`config.mk`:
```
export PLATFORM = sky130hd
export DESIGN_NAME = pit_intc
export DESIGN_NICKNAME = d
export VERILOG_FILES = /design/src/rtl/pit_intc.sv
export SDC_FILE = /design/constraint.sdc
export NUM_CORES = 1
export LEC_CHECK = 0
export BUFFER_PORTS_ARGS = -buffer_cell sky130_fd_sc_hd__buf_2
export CAP_MARGIN = 20
export CORE_ASPECT_RATIO = 0.75
export CORE_MARGIN = 4
export CORE_UTILIZATION = 39
export DETAILED_ROUTE_END_ITERATION = 8
export PLACE_DENSITY = 0.85
export SLEW_MARGIN = 20
export SYNTH_ARGS = -nofsm -noshare
export SYNTH_HDL_FRONTEND = slang
export SYNTH_SLANG_ARGS = --single-unit
```
`constraint.sdc`:
```
create_clock -name Bus2IP_Clk -period 2.05 [get_ports Bus2IP_Clk]
set_clock_uncertainty 0.05 [all_clocks]
set_input_delay 0.205 -clock Bus2IP_Clk [delete_from_list [all_inputs] [get_ports Bus2IP_Clk]]
set_output_delay 0.205 -clock Bus2IP_Clk [all_outputs]
set_load 0.02 [all_outputs]
```
`src/rtl/pit_intc.sv`:
```
// pit_intc: interrupt controller sitting behind the PIT.
// Latches rising edges of Intr_In into ISR, masks them with IER and gates the result with
// MER (ME and HIE) to drive a registered Irq. Register access uses IPIF CE-style signalling.
// Optional build macro PIT_INTC_VECTOR_EN: reg2 returns the lowest pending+enabled source
// index (0xFFFF_FFFF when none) instead of the IPR view.
module pit_intc #(
   parameter int unsigned NUM_SRC      = 4,
   parameter int unsigned C_SLV_DWIDTH = 32,
   parameter int unsigned NUM_REGS     = 4
) (
   input  logic                        Bus2IP_Clk,
   input  logic                        Bus2IP_Reset,
   input  logic [NUM_SRC-1:0]          Intr_In,
   input  logic [C_SLV_DWIDTH-1:0]     Bus2IP_Data,
   input  logic [C_SLV_DWIDTH/8-1:0]   Bus2IP_BE,
   input  logic [NUM_REGS-1:0]         Bus2IP_RdCE,
   input  logic [NUM_REGS-1:0]         Bus2IP_WrCE,
   output logic [C_SLV_DWIDTH-1:0]     IP2Bus_Data,
   output logic                        IP2Bus_RdAck,
   output logic                        IP2Bus_WrAck,
   output logic                        IP2Bus_Error,
   output logic                        Irq
);

   // CE bit positions: the highest CE bit selects reg0.
   localparam int unsigned CE_ISR = NUM_REGS - 1;
   localparam int unsigned CE_IER = NUM_REGS - 2;
   localparam int unsigned CE_IPR = NUM_REGS - 3;
   localparam int unsigned CE_MER = NUM_REGS - 4;

   logic [NUM_SRC-1:0]      isr_q, isr_d;
   logic [NUM_SRC-1:0]      ier_q, ier_d;
   logic [1:0]              mer_q, mer_d;
   logic [NUM_SRC-1:0]      intr_d_q;
   // Low for the first clock after reset so the first Intr_In sample is only a reference.
   logic                    armed_q;
   logic                    irq_q, irq_d;

   logic [NUM_SRC-1:0]      be_mask;
   logic [NUM_SRC-1:0]      wr_data;
   logic [NUM_SRC-1:0]      rise;
   logic [NUM_SRC-1:0]      ipr;
   logic                    wr_ok;
   logic                    wr_isr, wr_ier, wr_mer;
   logic [C_SLV_DWIDTH-1:0] reg2_data;
   logic [C_SLV_DWIDTH-1:0] rd_data;
   logic                    unused_bus;

   // Bits beyond NUM_SRC (and byte lanes above them) carry nothing.
   assign unused_bus = ^{Bus2IP_Data, Bus2IP_BE};

   assign ipr     = isr_q & ier_q;
   assign wr_data = Bus2IP_Data[NUM_SRC-1:0];
   assign rise    = armed_q ? (Intr_In & ~intr_d_q) : '0;

   // Expand byte enables to a per-bit write mask.
   always_comb begin
      be_mask = '0;
      for (int b = 0; b < int'(NUM_SRC); b++) begin
         be_mask[b] = Bus2IP_BE[b/8];
      end
   end

   // Decode writes; a non-one-hot WrCE is acknowledged but writes nothing.
   always_comb begin
      wr_ok  = $onehot(Bus2IP_WrCE);
      wr_isr = wr_ok & Bus2IP_WrCE[CE_ISR];
      wr_ier = wr_ok & Bus2IP_WrCE[CE_IER];
      wr_mer = wr_ok & Bus2IP_WrCE[CE_MER];
   end

   // Next-state: W1C is applied before new edges are OR-ed in, so a same-cycle set wins.
   always_comb begin
      isr_d = isr_q;
      if (wr_isr) begin
         isr_d = isr_q & ~(wr_data & be_mask);
      end
      isr_d = isr_d | rise;

      ier_d = ier_q;
      if (wr_ier) begin
         ier_d = (ier_q & ~be_mask) | (wr_data & be_mask);
      end

      mer_d = mer_q;
      if (wr_mer && Bus2IP_BE[0]) begin
         mer_d = Bus2IP_Data[1:0];
      end

      irq_d = mer_q[0] & mer_q[1] & (|ipr);
   end

   // All state, cleared asynchronously by reset.
   always_ff @(posedge Bus2IP_Clk or posedge Bus2IP_Reset) begin
      if (Bus2IP_Reset) begin
         isr_q    <= '0;
         ier_q    <= '0;
         mer_q    <= '0;
         intr_d_q <= '0;
         armed_q  <= 1'b0;
         irq_q    <= 1'b0;
      end else begin
         isr_q    <= isr_d;
         ier_q    <= ier_d;
         mer_q    <= mer_d;
         intr_d_q <= Intr_In;
         armed_q  <= 1'b1;
         irq_q    <= irq_d;
      end
   end

`ifdef PIT_INTC_VECTOR_EN
   // Lowest-index pending and enabled source; all ones when nothing is pending.
   always_comb begin
      reg2_data = '1;
      for (int i = int'(NUM_SRC) - 1; i >= 0; i--) begin
         if (ipr[i]) begin
            reg2_data = {{(C_SLV_DWIDTH-8){1'b0}}, 8'(i)};
         end
      end
   end
`else
   // Plain IPR view.
   always_comb begin
      reg2_data = C_SLV_DWIDTH'(ipr);
   end
`endif

   // Read mux; zero unless exactly one RdCE bit is set.
   always_comb begin
      rd_data = '0;
      if ($onehot(Bus2IP_RdCE)) begin
         unique case (1'b1)
            Bus2IP_RdCE[CE_ISR]: rd_data = C_SLV_DWIDTH'(isr_q);
            Bus2IP_RdCE[CE_IER]: rd_data = C_SLV_DWIDTH'(ier_q);
            Bus2IP_RdCE[CE_IPR]: rd_data = reg2_data;
            Bus2IP_RdCE[CE_MER]: rd_data = C_SLV_DWIDTH'(mer_q);
            default:             rd_data = '0;
         endcase
      end
   end

   assign IP2Bus_Data  = rd_data;
   assign IP2Bus_RdAck = |Bus2IP_RdCE;
   assign IP2Bus_WrAck = |Bus2IP_WrCE;
   assign IP2Bus_Error = 1'b0;
   assign Irq          = irq_q;

endmodule

```
==> summary.txt, run 1 <==
Run status
  • Outcome: complete, no violations

STA
  • Tmin final: 1.99 ns
  • Final Cycle Share: 0.969
  • Worst-Margin Slew: 0.561 ns
  • Slew headroom: 0.626
  • Fmax achieved: 503 MHz
  • Pins Over Slew Limit: 0
  • Final Setup Violations: 0
  • Final Hold Vio Count: 0
  • Final worst slack: 0.0637 ns

Routing
  • Drt first pass iters: 4
  • Vias: 804
  • DR iter-0 viols: 23
  • Routed wire per std cell: 11.7 um
  • DR DRC count: 0
  • Post-DR vias/cell: 4.47
  • Antenna Nets Post-Route: 0
  • Routed wire length: 2100 um

Yosys
  • Cells after synthesis: between 100 and 150
  • XOR/XNOR Fraction of Synth Area: 0
  • Yosys reg bits: 16
  • Adder-cell share of the synthesized area: 0.105
  • Synth cell types: 21
  • Register area share after synthesis: 0.364
  • Post-Synth Simple-Gate Area: 0.0920
  • Largest family of logic cells by synthesized area: buffers and inverters
  • Post-synthesis mux area share: 0.0750
  • Yosys warnings: 0
  • Avg Inst Size Synth: around 10 um^2
  • Syn Std Cell Area: 0.00110 mm^2
  • Compound-Gate Fraction of Synth Area: 0.113

Power and ir drop
  • Worst IR drop on VDD: 0.000769 V
  • Combinational Power Share: 0.357
  • Ratio of total power to cell area: 845 mW/mm^2
  • Switching Share: 0.331
  • Psw: 0.387 mW
  • Pwr Total: ~1.2 mW
  • Sequential fraction of design power: 0.414
  • P_leak: around 0.73 nW
  • Int Power: 0.782 mW
  • Clock group share of total power: 0.229

Placement
  • Gpl congestion: 0.756
  • Placement Cell Area: 0.00123 mm^2
  • Placed cell count: 175
  • Pre-CTS WS: -0.303 ns
  • DP HPWL: 1770 um
  • IO Port Bufs: 25

Clock tree
  • Clock latency on the worst-skew pair: 0.24 ns
  • CTS tree: done
  • Reg clk slew, reported paths: around 0.060 ns
  • Total CTS buffers: 3
  • CTS sink cnt: 16
  • Root Buffer: clkbuf_8
  • H-tree lvl count: 1
  • Max Buffers Root-to-Sink: 2

Finish
  • Layout cells sized above 1: 0.424
  • Final instance area: ~0.0014 mm^2
  • # diodes: 0
  • Nets: 203
  • Area delta synth->final: 25.7%
  • Fin cells: 180
  • Final design utilization: 0.520

Floorplanning
  • Starting Density: 0.414
  • Core area: around 0.0027 mm^2
  • Row cnt: 16
  • Die height: 54.0 um
  • # IOs: between 80 and 90
  • Die W: ~69 um
  • Die area: ~0.0037 mm^2

Min path
  • Hold/Removal Path Class: in2reg
  • Worst hold start: Intr_In[2]

Job
  • Number of max-cap violations: 0

Global routing
  • Vias in the first global route: 747
  • First-pass GRT wire length: 3060 um
  • Initial antenna violation count: 0
  • Gr ovfl total: 0
  • All-Layer GR Usage: 0.102
  • Largest net degree at the start of global routing: 17

Setup path
  • CP max stage delay: between 0.5 and 0.6 ns
  • Crit path DAT: 2.06 ns
  • CP Launch Type: input port
  • Crit path buffers/inverters: 3
  • Slowest CP cell: fa_1
  • Max FO, Critical Path: 6
  • Crit path cell chain: buf_6 -> inv_2 -> fa_1 -> inv_1 -> ha_2 -> ha_1 -> and4bb_4 -> nand2_4 -> mux2_4
  • Worst flop-to-flop path startpoint: isr_q[2]
  • Worst path top cell family by delay: adder cells
  • CP Data Required Time: 2.13 ns
  • Crit. End Element: flip-flop
  • CP startpoint: Bus2IP_WrCE[3]
  • Critical path class: in2reg
what timing repair did:
item / 4_1_cts / 5_1_grt
hold endpoints to repair: 16 / 0
buffers inserted: 0 / 0
pin swaps: 8 / 5
hold buffers: 1 / 0
gates resized for setup: 13 / 13
setup endpoints to repair: 8 / 8
cloned: 0 / 0
stage by stage:
step / hold WS, ns / TNS, ns
after floorplan: 0.0687 / -0.0772
after global placement: 0.235 / -2.24
after detailed placement: 0.242 / -2.94
after CTS: 0.0273 / 0
after global routing: 0.0267 / -0.0362
final: 0.0331 / 0
worst register-to-register path, stage by stage (launching register included):
cell,delay [ns]
dfrtp_1,0.42
a22oi_1,0.21
a21oi_1,0.09
worst paths after layout:
check / end / slack (ns) / cells past startpoint
hold / removal: intr_d_q[2] / 0.03 / 1
hold reg to reg: isr_q[2] / 0.36 / 1
setup / recovery: flip-flop / 0.06 / 9
setup reg to reg: Irq / 1.17 / 2
max in group asynchronous: async pin / 1.07 / 3
min in group asynchronous: intr_d_q[1] / 0.51 / 3
per-layer routing:
| layer | vias up | track usage | part of all wire |
|---|---|---|---|
| met2 | 41 | 0.206 | 0.53 |
| met1 | 392 | 0.114 | 0.36 |
| met3 | 0 | 0.0280 | 0.11 |
| met4 | 0 | 0.00974 | 0 |
| met5 | - | 0 | 0 |
| li1 | 371 | - | - |
cell families after synthesis:
kind of cell,count (synthesis)
other,2
buffers and inverters,43
AO/OA/AOI/OAI,15
adder cells (fa/ha/maj),8
AND/OR/NAND/NOR,18
multiplexers,6
flip-flops,16
power by group through the flow:
stage          combinational, mW  sequential (mW)  clock, mW
2_1_floorplan              0.304            0.470          0
3_3_place_gp               0.348            0.483          0
3_5_place_dp               0.361            0.488          0
4_1_cts                    0.382            0.482      0.277
5_1_grt                    0.450            0.497      0.297
6_report                   0.417            0.484      0.268
Yosys cell counts:
master | instances | share of area
or3b_2 | 1 | 0.0080
buf_4 | 29 | 0.20
a22oi_1 | 4 | 0.027
conb_1 | 2 | 0.0068
nand2_2 | 1 | 0.0057
mux2_4 | 4 | 0.055
o2bb2ai_1 | 1 | 0.0080
nand3_1 | 5 | 0.023
inv_1 | 14 | 0.048
a222oi_1 | 2 | 0.018
a32o_1 | 3 | 0.027
ha_1 | 6 | 0.068
nand2_4 | 1 | 0.010
a21o_1 | 4 | 0.027
nor2_1 | 6 | 0.020
mux2_2 | 2 | 0.020
a21oi_1 | 1 | 0.0045
fa_1 | 2 | 0.036
and4bb_4 | 1 | 0.015
nand2_1 | 3 | 0.010
dfrtp_1 | 16 | 0.36
final cells by class:
type                            instances  area (um^2)
Tap cell                               36         45.0
Timing Repair Buffer                   33          230
Sequential cell                        16          400
Clock buffer                            4         55.1
Inverter                               14         65.1
Fill cell                             263         1280
Multi-Input combinational cell         77          588
cells in the final DEF (no fill, tap or decap):
master	netlist	routed
a222oi_1	2	2
ha_2	0	2
and4bb_4	1	1
buf_2	0	17
dlygate4sd3_1	0	1
conb_1	2	30
nand3_4	0	1
a22oi_1	4	4
nand2_4	1	1
nand2_1	3	3
nor2_2	0	3
nand2_2	1	1
ha_1	6	3
inv_1	14	8
or3b_2	1	1
nand3_1	5	4
a21oi_1	1	1
nor2_1	6	1
o2bb2ai_1	1	1
dfrtp_1	16	16
inv_12	0	1
inv_2	0	5
mux2_2	2	2
clkbuf_8	0	4
nor2_4	0	2
a32o_1	3	3
a21o_1	4	4
buf_4	29	9
ha_4	0	1
mux2_4	4	4
fa_1	2	2
buf_6	0	6
Note: power is estimated with default switching activity, not from simulation.
==> run 2: changes to the inputs <==
ABC_AREA = 1   (was default)
CORE_UTILIZATION = 40   (was 39)
RECOVER_POWER = 25   (was default)
==> summary.txt, run 2 <==
Yosys
  • Synth cell types: 16 (was 21)
  • Area leader, netlist: dfrtp_1 (unchanged)
  • Avg Inst Size Synth: 7.63 um^2 (was 10.2 um^2)
  • Register area share after synthesis: 0.336 (was 0.364)
  • Count leader, synth: nand2_1 (was buf_4)
  • Ys flop type: dfrtp_1 (unchanged)
  • Post-synth top cells: nand2_1 (45), buf_4 (30), dfrtp_1 (16), inv_1 (16), nor2_1 (16) (was buf_4 (29), dfrtp_1 (16), inv_1 (14), ha_1 (6), nor2_1 (6))
  • Syn Std Cell Area: 0.00119 mm^2 (was 0.00110 mm^2)
  • Post-synth EDFFs: 0 (unchanged)
  • Async SR Flop Fraction: 1.00 (unchanged)
  • Top cell type's share of synthesized area: 0.336 (was 0.364)
  • Yosys warnings: 0 (unchanged)
  • Cells after synthesis: 156 (was 108)
  • Area contributors post-synth: dfrtp_1 (34%), buf_4 (19%), nand2_1 (14%), ha_1 (6.3%), inv_1 (5.0%) (was dfrtp_1 (36%), buf_4 (20%), ha_1 (6.8%), mux2_4 (5.5%), inv_1 (4.8%))
  • Yosys reg bits: 16 (unchanged)

Clock tree
  • CTS sink cnt: 16 (unchanged)
  • # Post-CTS Setup Buffers: 0 (unchanged)
  • Total CTS buffers: 3 (unchanged)
  • Clock latency on the worst-skew pair: 0.25 ns (was 0.24 ns)
  • CTS tree: done (unchanged)
  • Max Buffers Root-to-Sink: 2 (unchanged)
  • Reg clk slew, reported paths: 0.06 ns (about the same)
  • H-tree lvl count: 1 (unchanged)
  • Root Buffer: clkbuf_8 (unchanged)

STA
  • Slew headroom: 0.613 (was 0.626)
  • Worst hold margin: 0.0350 ns (was 0.0331 ns)
  • Final Hold Vio Count: 0 (unchanged)
  • Pins Over Slew Limit: 0 (unchanged)
  • Final Cycle Share: 0.986 (was 0.969)
  • Fmax achieved: 495 MHz (was 503 MHz)
  • Setup tns final: 0 ns (unchanged)
  • RSZ-0062 raised after global routing: true
  • Tmin final: 2.02 ns (was 1.99 ns)
  • Final Setup Violations: 0 (unchanged)
  • Worst-Margin Slew: 0.579 ns (was 0.561 ns)

Min path
  • Worst hold start: Intr_In[2] (unchanged)
  • Hold/Removal Path Class: in2reg (unchanged)
  • Hold depth: 1 (unchanged)

Finish
  • Fill cells: 269 (was 263)
  • Final design utilization: 0.543 (was 0.520)
  • Register area: 400 um^2 (unchanged)
  • # diodes: 0 (unchanged)
  • Area of the multi-input gates: 663 um^2 (was 588 um^2)
  • Commonest non-fill, non-tap cells in the layout: nand2_1 (45), conb_1 (30), dfrtp_1 (16), buf_2 (13), inv_1 (12) (was conb_1 (30), buf_2 (17), dfrtp_1 (16), buf_4 (9), inv_1 (8))
  • Final instance area: 0.00148 mm^2 (was 0.00138 mm^2)
  • Layout cells sized above 1: 0.249 (was 0.424)
  • Area delta synth->final: 24.3% (was 25.7%)
  • Nets: 252 (was 203)
  • Commonest non-fill, non-tap cell in the layout: nand2_1 (was conb_1)

Global routing
  • Vias in the first global route: 905 (was 747)
  • Initial antenna violation count: 0 (unchanged)
  • First-pass GRT wire length: 4040 um (was 3060 um)
  • All-Layer GR Usage: 0.124 (was 0.102)
  • Largest net degree at the start of global routing: 17 (unchanged)
  • Gr ovfl total: 0 (unchanged)

Floorplanning
  • # IOs: 86 (unchanged)
  • Row cnt: 16 (unchanged)
  • Die area: 0.00392 mm^2 (was 0.00375 mm^2)
  • Core area: 0.00272 mm^2 (was 0.00266 mm^2)
  • Die height: 55.2 um (was 54.0 um)
  • Starting Density: 0.437 (was 0.414)
  • Die W: 71.0 um (was 69.4 um)

Routing
  • Routed wire length: 2270 um (was 2100 um)
  • Antenna Nets Post-Route: 0 (unchanged)
  • Routed wire per std cell: 9.92 um (was 11.7 um)
  • Post-DR vias/cell: 4.17 (was 4.47)
  • Vias: 956 (was 804)
  • Drt first pass iters: 4 (unchanged)
  • DR DRC count: 0 (unchanged)
  • DR iter-0 viols: 21 (was 23)

Power and ir drop
  • Worst IR drop on VDD: 0.000429 V (was 0.000769 V)
  • Ratio of total power to cell area: 810 mW/mm^2 (was 845 mW/mm^2)
  • P_leak: 0.822 nW (was 0.731 nW)

Setup path
  • Crit. End Element: output port (was flip-flop)
  • Crit path cell chain: buf_6 -> inv_4 -> fa_1 -> inv_2 -> ha_4 -> ha_4 -> nor2_4 -> nand3_4 -> nor2_2 -> buf_6 (was buf_6 -> inv_2 -> fa_1 -> inv_1 -> ha_2 -> ha_1 -> and4bb_4 -> nand2_4 -> mux2_4)
  • R2R setup slack: 1.20 ns (was 1.17 ns)
  • Crit path DAT: 1.77 ns (was 2.06 ns)
  • Worst flop-to-flop path startpoint: isr_q[0] (was isr_q[2])
  • Slowest CP cell: fa_1 (unchanged)
  • Critical path class: in2out (was in2reg)
  • Worst setup endpoint: IP2Bus_Data[2]
  • Max FO, Critical Path: 4 (was 6)
  • Crit path depth: 10 (was 9)
  • R2r worst-path depth: 4 (was 2)
  • CP max stage delay: 0.55 ns (was 0.54 ns)
  • Crit path buffers/inverters: 4 (was 3)
  • Worst path top cell family by delay: adder cells (unchanged)
  • CP startpoint: Bus2IP_RdCE[1] (was Bus2IP_WrCE[3])
  • CP Data Required Time: 1.79 ns (was 2.13 ns)
  • CP Launch Type: input port (unchanged)
  • Reg-to-reg endpoint: Irq (unchanged)

Placement
  • IO Port Bufs: 25 (unchanged)
  • DP HPWL: 1950 um (was 1770 um)
  • Gpl congestion: 0.833 (was 0.756)
  • Placement Cell Area: 0.00132 mm^2 (was 0.00123 mm^2)

Job
  • Number of max-cap violations: 0 (unchanged)

Run status
  • Outcome: complete, no violations (unchanged)
## run 2: cell types whose count changed after synthesis, moves of 3 or more
cell	change
nand4_1	+6
mux2_4	-4
a22oi_1	-4
nand3b_1	+4
nand3_1	+3
nor2_1	+10
a32o_1	-3
a21o_1	-4
nand2_1	+42
## run 2: per-layer routing
layer / share of wire / up-vias / track usage
met5: 0 / - / 0
met4: 0.0044 / 0 / 0.0241
met3: 0.081 / 2 / 0.0417
met2: 0.51 / 30 / 0.214
met1: 0.40 / 429 / 0.151
li1: - / 495 / -
## run 2: layout make-up
cell class | instances | share of cell area
clock buffers | 4 | 0.0372
multi-input cells | 121 | 0.448
inverters | 16 | 0.0423
repair buffers | 36 | 0.171
well taps | 36 | 0.0305
flip-flops and latches | 16 | 0.271
## run 2: worst reg2reg max path, delay by kind of cell, from the launching register on
| family | cells | cell delay, ns |
|---|---|---|
| flip-flops | 1 | 0.41 |
| AND/OR/NAND/NOR | 4 | 0.28 |
## run 2: logic make-up after synthesis
| kind of cell | after synthesis | share of synthesized area |
|---|---|---|
| buffers and inverters | 47 | 0.249 |
| flip-flops | 16 | 0.336 |
| AND/OR/NAND/NOR | 83 | 0.311 |
| adder cells (fa/ha/maj) | 8 | 0.0967 |
| other | 2 | 0.00631 |
## run 2: worst min path at each step
stage	slack, ns	endpoint
final	0.03	intr_d_q[2]
after global routing	0.03	intr_d_q[0]
after detailed placement	0.25	intr_d_q[0]
after CTS	0.02	intr_d_q[2]
after global placement	0.24	intr_d_q[0]
after floorplan	0.07	Irq
## run 2: timing repair
item / CTS / global route
endpoints found under the setup margin: 4 / 4
resized for setup: 10 / 18
pin swaps: 6 / 6
hold endpoints to repair: 16 / 0
hold buffers: 1 / 0
## run 2: stage by stage
stage	setup slack, ns	cells	power (mW)
after global routing	-0.0495	229	1.30
after global placement	-0.0920	224	0.845
after detailed placement	-0.150	224	0.861
after floorplan	0.00930	184	0.778
final	0.0292	229	1.20
after CTS	0.00538	229	1.16
## run 2: where the power goes
group | internal, mW | switching, mW
Sequential | 0.395 | 0.0586
Combinational | 0.189 | 0.282
Clock | 0.170 | 0.103
==> run 3: changes to the inputs <==
CORE_UTILIZATION = 37   (was 40)
PLACE_DENSITY = 0.77   (was 0.85)
clock period = 1.7 ns   (was 2.05 ns; I/O delays follow)
==> summary.txt, run 3 (same netlist as run 2, synthesis figures left out) <==
Placement
  • Gpl congestion: 0.784 (was 0.833)
  • IO Port Bufs: 25 (unchanged)
  • Placed cell count: 226 (was 224)
  • Pre-CTS WS: -0.337 ns (was -0.150 ns)
  • DP HPWL: 1870 um (was 1950 um)

Clock tree
  • CTS tree: done (unchanged)
  • Clock latency on the worst-skew pair: 0.25 ns (about the same)
  • Root Buffer: clkbuf_8 (unchanged)
  • Reg clk slew, reported paths: 0.06 ns (about the same)
  • Total CTS buffers: 3 (unchanged)
  • CTS sink cnt: 16 (unchanged)
  • Max Buffers Root-to-Sink: 2 (unchanged)
  • H-tree lvl count: 1 (unchanged)

Power and ir drop
  • P_leak: 0.857 nW (was 0.822 nW)
  • Switching Share: 0.370 (was 0.371)
  • Sequential fraction of design power: 0.367 (was 0.379)
  • Pwr Total: 1.48 mW (was 1.20 mW)
  • Ratio of total power to cell area: 920 mW/mm^2 (was 810 mW/mm^2)
  • Psw: 0.549 mW (was 0.444 mW)
  • Worst IR drop on VDD: 0.000447 V (was 0.000429 V)
  • Combinational Power Share: 0.410 (was 0.394)
  • Clock group share of total power: 0.223 (was 0.228)
  • Int Power: 0.933 mW (was 0.754 mW)

Routing
  • Post-DR vias/cell: 4.13 (was 4.17)
  • DR iter-0 viols: 43 (was 21)
  • Antenna Nets Post-Route: 0 (unchanged)
  • DR DRC count: 0 (unchanged)
  • Drt first pass iters: 4 (unchanged)
  • Vias: 982 (was 956)
  • Routed wire per std cell: 9.47 um (was 9.92 um)
  • Routed wire length: 2250 um (was 2270 um)

Floorplanning
  • Die W: 73.5 um (was 71.0 um)
  • Starting Density: 0.394 (was 0.437)
  • Row cnt: 17 (was 16)
  • # IOs: 86 (unchanged)
  • Die height: 57.1 um (was 55.2 um)
  • Die area: 0.00420 mm^2 (was 0.00392 mm^2)
  • Core area: 0.00302 mm^2 (was 0.00272 mm^2)

Finish
  • Commonest non-fill, non-tap cells in the layout: nand2_1 (45), conb_1 (30), dfrtp_1 (16), inv_1 (12), buf_2 (12) (was nand2_1 (45), conb_1 (30), dfrtp_1 (16), buf_2 (13), inv_1 (12))
  • Layout cells sized above 1: 0.290 (was 0.249)
  • Fill cells: 288 (was 269)
  • Area delta synth->final: 35.3% (was 24.3%)
  • # diodes: 0 (unchanged)
  • Commonest non-fill, non-tap cell in the layout: nand2_1 (unchanged)
  • Nets: 259 (was 252)
  • Fin cells: 238 (was 229)

Setup path
  • R2r worst-path depth: 4 (unchanged)
  • Crit path DAT: 1.72 ns (was 1.77 ns)
  • R2R setup slack: 0.85 ns (was 1.20 ns)
  • Crit. End Element: output port (unchanged)
  • Reg-to-reg endpoint: Irq (unchanged)
  • Max FO, Critical Path: 4 (unchanged)
  • Critical path class: in2out (unchanged)
  • CP Data Required Time: 1.48 ns (was 1.79 ns)
  • CP Launch Type: input port (unchanged)
  • Worst flop-to-flop path startpoint: isr_q[1] (was isr_q[0])

STA
  • Slew headroom: 0.598 (was 0.613)
  • Setup tns final: -0.944 ns (was 0 ns)
  • Final Setup Violations: 4 (was 0)
  • RSZ-0062 raised after global routing: true (unchanged)
  • Worst-Margin Slew: 0.603 ns (was 0.579 ns)
  • Final worst slack: -0.237 ns (was 0.0292 ns)
  • Pins Over Slew Limit: 0 (unchanged)
  • Worst hold margin: 0.141 ns (was 0.0350 ns)
  • Tmin final: 1.94 ns
  • Final Hold Vio Count: 0 (unchanged)
  • Final Cycle Share: 1.14
  • Fmax achieved: 516 MHz

Run status
  • Outcome: finished, violations left (was complete, no violations)
  • Violated checks: negative setup slack

Global routing
  • Initial antenna violation count: 0 (unchanged)
  • First-pass GRT wire length: 3620 um (was 4040 um)
  • Largest net degree at the start of global routing: 17 (unchanged)
  • All-Layer GR Usage: 0.108 (was 0.124)
  • Gr ovfl total: 0 (unchanged)
  • Vias in the first global route: 853 (was 905)

Min path
  • Worst hold start: Bus2IP_Data[3] (was Intr_In[2])
  • Hold depth: 3 (was 1)
  • Hold/Removal Path Class: in2reg (unchanged)

Job
  • Number of max-cap violations: 0 (unchanged)
[run 3: cell count changes in the layout (fill, tap and decap cells not counted), moves of 2 or more]
cell / change
buf_4: +2
dlygate4sd3_1: +4
ha_1: -2
ha_2: +2
nand3_1: -5
nand3_2: +5
[run 3: power by group through the flow]
| stage | sequential [mW] | clock, mW | combinational, mW |
|---|---|---|---|
| floorplan | 0.540 | 0 | 0.470 |
| global placement | 0.549 | 0 | 0.561 |
| detailed placement | 0.551 | 0 | 0.570 |
| CTS | 0.545 | 0.339 | 0.612 |
| global route | 0.560 | 0.361 | 0.688 |
| finish | 0.544 | 0.330 | 0.607 |
[run 3: repair_timing]
item / in CTS / in global routing
hold buffers: 5 / 0
hold endpoints to repair: 20 / 0
buffers inserted: 2 / 1
pin swaps: 2 / 3
gates resized for setup: 13 / 2
endpoints found under the setup margin: 8 / 14
[run 3: final cells by class]
cell class	count	area, um^2	area share
clock buffer	4	55.1	0.0342
multi-input combinational	121	698	0.434
tap	38	47.5	0.0295
inverter	16	71.3	0.0443
sequential	16	400	0.249
timing repair buffer	43	338	0.210
[run 3: worst max-delay path, stage by stage]
cell and delay, ns:
buf_6 0.07, clkinvlp_4 0.08, fa_1 0.51, inv_1 0.05
ha_2 0.17, ha_4 0.22, nor2_4 0.09, nand3_4 0.13
nor2_4 0.11, buf_6 0.12
[run 3: worst max-delay path by stage]
stage,cells after the start,start,endpoint
6_report,10,Bus2IP_RdCE[1],IP2Bus_Data[3]
4_1_cts,10,Bus2IP_RdCE[1],IP2Bus_Data[2]
3_5_place_dp,10,Bus2IP_RdCE[1],IP2Bus_Data[3]
5_1_grt,10,Bus2IP_RdCE[1],IP2Bus_Data[0]
3_3_place_gp,10,Bus2IP_RdCE[1],IP2Bus_Data[3]
2_1_floorplan,8,Bus2IP_RdCE[1],IP2Bus_Data[0]
[run 3: per-layer routing]
metal / track usage / vias to the layer above / routed length, um / part of all wire
met1: 0.144 / 436 / 1010 / 0.45
li1: - / 516 / - / -
met5: 0 / - / 0 / 0
met3: 0.0335 / 0 / 168 / 0.075
met2: 0.177 / 30 / 1080 / 0.48
met4: 0.0155 / 0 / 0 / 0
[run 3: per-stage QoR]
step | area (um^2) | utilization
finish | 1610 | 0.533
global route | 1610 | 0.533
global placement | 1440 | 0.476
detailed placement | 1440 | 0.476
CTS | 1600 | 0.531
floorplan | 1400 | -
